$ cat src/rtl/topmod_sched.sv
// Round-robin, credit-limited issue controller sharing one registered datapath
// between two requesters; results return through a small {id,q} FIFO.
module topmod_sched #(
  parameter int RES_DEPTH = 2
) (
  input  logic       clk,
  input  logic       rst,
  input  logic [1:0] req,
  input  logic [3:0] op0,
  input  logic [3:0] op1,
  output logic [1:0] gnt,
  output logic [3:0] dp_in,
  output logic       dp_rst,
  input  logic       dp_q,
  output logic       res_valid,
  output logic       res_q,
  output logic       res_id,
  input  logic       res_ready
);

  localparam int PW = $clog2(RES_DEPTH);
  localparam int CW = PW + 1;
  localparam logic [CW:0] DEPTH_C = (CW+1)'(RES_DEPTH);

  logic          prio;
  logic          s1_v;
  logic          s1_id;
  logic [1:0]    mem [RES_DEPTH];
  logic [PW-1:0] wr_ptr;
  logic [PW-1:0] rd_ptr;
  logic [CW-1:0] count;

  logic          pop;
  logic          push;
  logic [CW:0]   occ;
  logic [CW:0]   avail;
  logic          issue_ok;
  logic          grant;
  logic          sel;

  assign dp_rst    = ~rst;
  assign res_valid = (count != '0);
  assign res_q     = mem[rd_ptr][0];
  assign res_id    = mem[rd_ptr][1];
  assign pop       = res_valid & res_ready;
  assign push      = s1_v;

  // An in-flight operation already owns a FIFO slot, so it counts against credit.
  assign occ      = {1'b0, count} + {{CW{1'b0}}, s1_v};
  assign avail    = occ - {{CW{1'b0}}, pop};
  assign issue_ok = rst & (avail < DEPTH_C);

  always_comb begin
    grant = 1'b0;
    sel   = 1'b0;
    if (issue_ok && req != 2'b00) begin
      grant = 1'b1;
      case (req)
        2'b01:   sel = 1'b0;
        2'b10:   sel = 1'b1;
        default: sel = prio;
      endcase
    end
  end

  always_comb begin
    gnt   = 2'b00;
    dp_in = 4'b0000;
    if (grant) begin
      gnt[sel] = 1'b1;
      dp_in    = sel ? op1 : op0;
    end
  end

  // Storage is cleared on reset so the head reads zero and no stale entry can leak out.
  always_ff @(posedge clk) begin
    if (!rst) begin
      prio   <= 1'b0;
      s1_v   <= 1'b0;
      s1_id  <= 1'b0;
      wr_ptr <= '0;
      rd_ptr <= '0;
      count  <= '0;
      for (int i = 0; i < RES_DEPTH; i++) mem[i] <= 2'b00;
    end else begin
      if (grant) prio <= ~sel;
      s1_v  <= grant;
      s1_id <= sel;
      if (push) begin
        mem[wr_ptr] <= {s1_id, dp_q};
        wr_ptr      <= wr_ptr + PW'(1);
      end
      if (pop) rd_ptr <= rd_ptr + PW'(1);
      count <= count + {{(CW-1){1'b0}}, push} - {{(CW-1){1'b0}}, pop};
    end
  end

endmodule

$ cat config.mk
export PLATFORM = sky130hd
export DESIGN_NAME = topmod_sched
export DESIGN_NICKNAME = d
export VERILOG_FILES = /design/src/rtl/topmod_sched.sv
export SDC_FILE = /design/constraint.sdc
export NUM_CORES = 1
export LEC_CHECK = 0
export CAP_MARGIN = 20
export CORE_MARGIN = 5
export CORE_UTILIZATION = 44
export DETAILED_ROUTE_END_ITERATION = 6
export GPL_TIMING_DRIVEN = 0
export MAX_ROUTING_LAYER = met4
export PLACE_DENSITY = 0.8
export SLEW_MARGIN = 15
export SYNTH_ARGS = -nofsm -noshare
export SYNTH_HDL_FRONTEND = slang
export SYNTH_SLANG_ARGS = --single-unit
$ cat constraint.sdc
create_clock -name clk -period 13.9 [get_ports clk]
set_input_delay 4.17 -clock clk [delete_from_list [all_inputs] [get_ports clk]]
set_output_delay 4.17 -clock clk [all_outputs]
set_load 0.03 [all_outputs]
==> flow_metrics.tcl <==
set metrics [dict create \
    required_ns 9.73 \
    multi_input_area_um2 296.5 \
    syn_area_per_cell_um2 9.716 \
    clk_pin_slew_ns 0.08 \
    grt_pass1_vias 543 \
    clock_latency_ns 0.28 \
    start_util_pct 47.20 \
    die_h_um 47.60 \
    num_vias 518 \
    clock.fmax_mhz 88.11 \
    postCtsResizedCells 0 \
    synth_warnings 0 \
    seqCellArea_um2 280.3 \
    powerDensity_mw_per_mm2 195.0 \
    skew_ns 0.001909 \
    cp-start-kind "input pin" \
    grt_pass1_wl_um 2111 \
    rows 13 \
    areaGrowthSynthToFinish_pct 45.88 \
    overflow 0 \
    cts-root-buf "clkbuf_4" \
    finalMaxSlewViolations 0 \
    synth_cells 64 \
    dp_hpwl_um 1016 \
    grt_use_total_pct 14.79 \
    critPathSlowestCell "clkdlybuf4s50_1" \
    layout_commonest_cell "clkdlybuf4s50_1" \
    ys_types 18 \
    setup_viol 0 \
    via_per_inst 4.887 \
    fin_util_pct 68.85 \
    cts_buffer_depth 2 \
    ios 24 \
    portBuffers 23 \
    cts_buffers 3 \
    cap_viol_max_count 0 \
    seq_area_frac_synth_pct 45.07 \
    hold_violations 0 \
    p_leak_nw 0.4162 \
    die_area_mm2 0.002265 \
    relSlewSlack_pct 51.85 \
    crit_cells 10 \
    finalCritPeriodShare_pct 81.65 \
    crit_chain "clkdlybuf4s50_1 -> o21a_1 -> ha_1 -> inv_1 -> ha_1 -> fa_1 -> or4_4 -> buf_6 -> nor2_1 -> clkdlybuf4s50_1" \
    wl_per_cell_um 12.14 \
    fillers 99 \
    die_w_um 47.60 \
    postRouteAntennaNets 0 \
    gp_congestion 0.7270 \
    drive_gt1_share_pct 13.19 \
    htreeDepth 1 \
    tightest_slew_ns 0.7022 \
    arrival_ns 7.18 \
    path_max_fanout 9 \
    cts.sinks 12 \
    min_path_type "reg -> reg" \
    synth_nets 83 \
    grt_max_degree 10 \
    vdd_ir_drop_max_mv 0.1038 \
    period_minus_slack_ns 11.35 \
    nNetsFinal 111 \
    cts_tree "done" \
    wirelength_um 1287 \
    worst-path-buf-inv 4 \
    synth_area_um2 621.8 \
    max_stage_delay_ns 0.69 \
    drtPass1Iterations 4 \
    drtIter0Drc 9 \
    drc 0 \
    fp.coreArea_mm2 0.001318 \
    whs_path_depth 2 \
    ff2ff_path_depth 8 \
    rsz0062_at_grt "no" \
    cts_hold_buffers 0 \
    end_kind "output port" \
    antenna_cells 0 \
    finalSetupTns_ns 0 \
    status "finished, final reports clean" \
    synth.ff_latch_count 12 \
    antenna_found_initial 0 \
    layout_common_cells "23 x clkdlybuf4s50_1, 13 x nor2_1, 8 x inv_1, 8 x dfxtp_1, 7 x nand2_1" \
    worstSetupPathType "in -> out" \
    postCtsSetupBuffers 0 \
    crit_family "buffers and inverters" \
]
==> metal layers <==
layer / share of wire [%] / wire length, µm / global-route usage, %
met4: 3.6 / 46 / 11.83
met2: 52 / 666 / 24.87
met5: 0 / 0 / -
met1: 34 / 443 / 12.79
met3: 10 / 131 / 6.015
==> power breakdown <==
| part | switching [W] | internal (W) | leakage [nW] |
|---|---|---|---|
| sequential | 0.00000614 | 0.0000469 | 0.108 |
| combinational | 0.0000497 | 0.0000461 | 0.287 |
| clock | 0.0000120 | 0.0000159 | 0.0210 |
==> through the flow <==
step	std cells	total power [W]	cell area [µm²]	hold WS [ns]	setup WS, ns
global route	106	0.0001907	907.1	0.4990	2.418
detailed placement	102	0.0001495	870.8	0.4691	2.545
CTS	106	0.0001789	907.1	0.4801	2.527
finish	106	0.0001769	907.1	0.4733	2.551
global placement	102	0.0001462	870.8	0.4543	2.614
floorplan	64	0.0001178	621.8	0.4378	3.437
==> path summary, 6_finish.rpt <==
| kind | start | endpoint | slack (ns) |
|---|---|---|---|
| worst max-delay path | res_ready | gnt[1] | 2.55 |
| worst min-delay path | prio | prio | 0.47 |
| worst max register to register | count[1] | prio | 11.44 |
| worst min register to register | prio | prio | 0.47 |
==> cell families after synthesis <==
kind of cell / Yosys count / synth area share (%)
and+or+nand+nor: 25 / 18.31
DFF: 12 / 45.07
buffers and inverters: 10 / 7.243
muxes: 8 / 13.28
adders and majority gates: 5 / 11.27
AOI/OAI and AO/OA: 2 / 2.012
xor gates and xnor gates: 2 / 2.817
==> flip-flops by register name (all words and copies together), names as in the netlist, named ones only <==
register / cells
wr_ptr: 1
push: 1
s1_id: 1
count: 2
mem: 4
prio: 1
rd_ptr: 1
==> synth_stat cells <==
library cell | count | area (µm²)
a21oi_1 | 1 | 5.000
and2_2 | 2 | 15.01
buf_6 | 1 | 11.26
dfxtp_1 | 8 | 160.2
edfxtp_1 | 4 | 120.1
fa_1 | 1 | 20.02
ha_1 | 4 | 50.05
inv_1 | 8 | 30.03
inv_2 | 1 | 3.750
mux2_2 | 2 | 22.52
mux2i_1 | 6 | 60.06
nand2_1 | 7 | 26.28
nand2b_1 | 1 | 6.260
nor2_1 | 13 | 48.80
o21a_1 | 1 | 7.510
or2_2 | 1 | 6.260
or4_4 | 1 | 11.26
xnor2_1 | 2 | 17.52
==> worst reg2reg max path: stages, from the launching register on <==
cell     delay, ns
dfxtp_1       0.35
o21a_1        0.22
ha_1          0.28
inv_1         0.04
ha_1          0.18
fa_1          0.47
or4_4         0.56
buf_6         0.15
mux2i_1       0.11
==> final cells by class <==
class	count	area share, %
multi-input cells	42	32.69
flip-flops and latches	12	30.90
repair buffers	23	25.38
clock buffers	4	4.000
inverters	9	3.724
well taps	15	2.069
plain buffers	1	1.241
(Power assumes the default switching activity.)
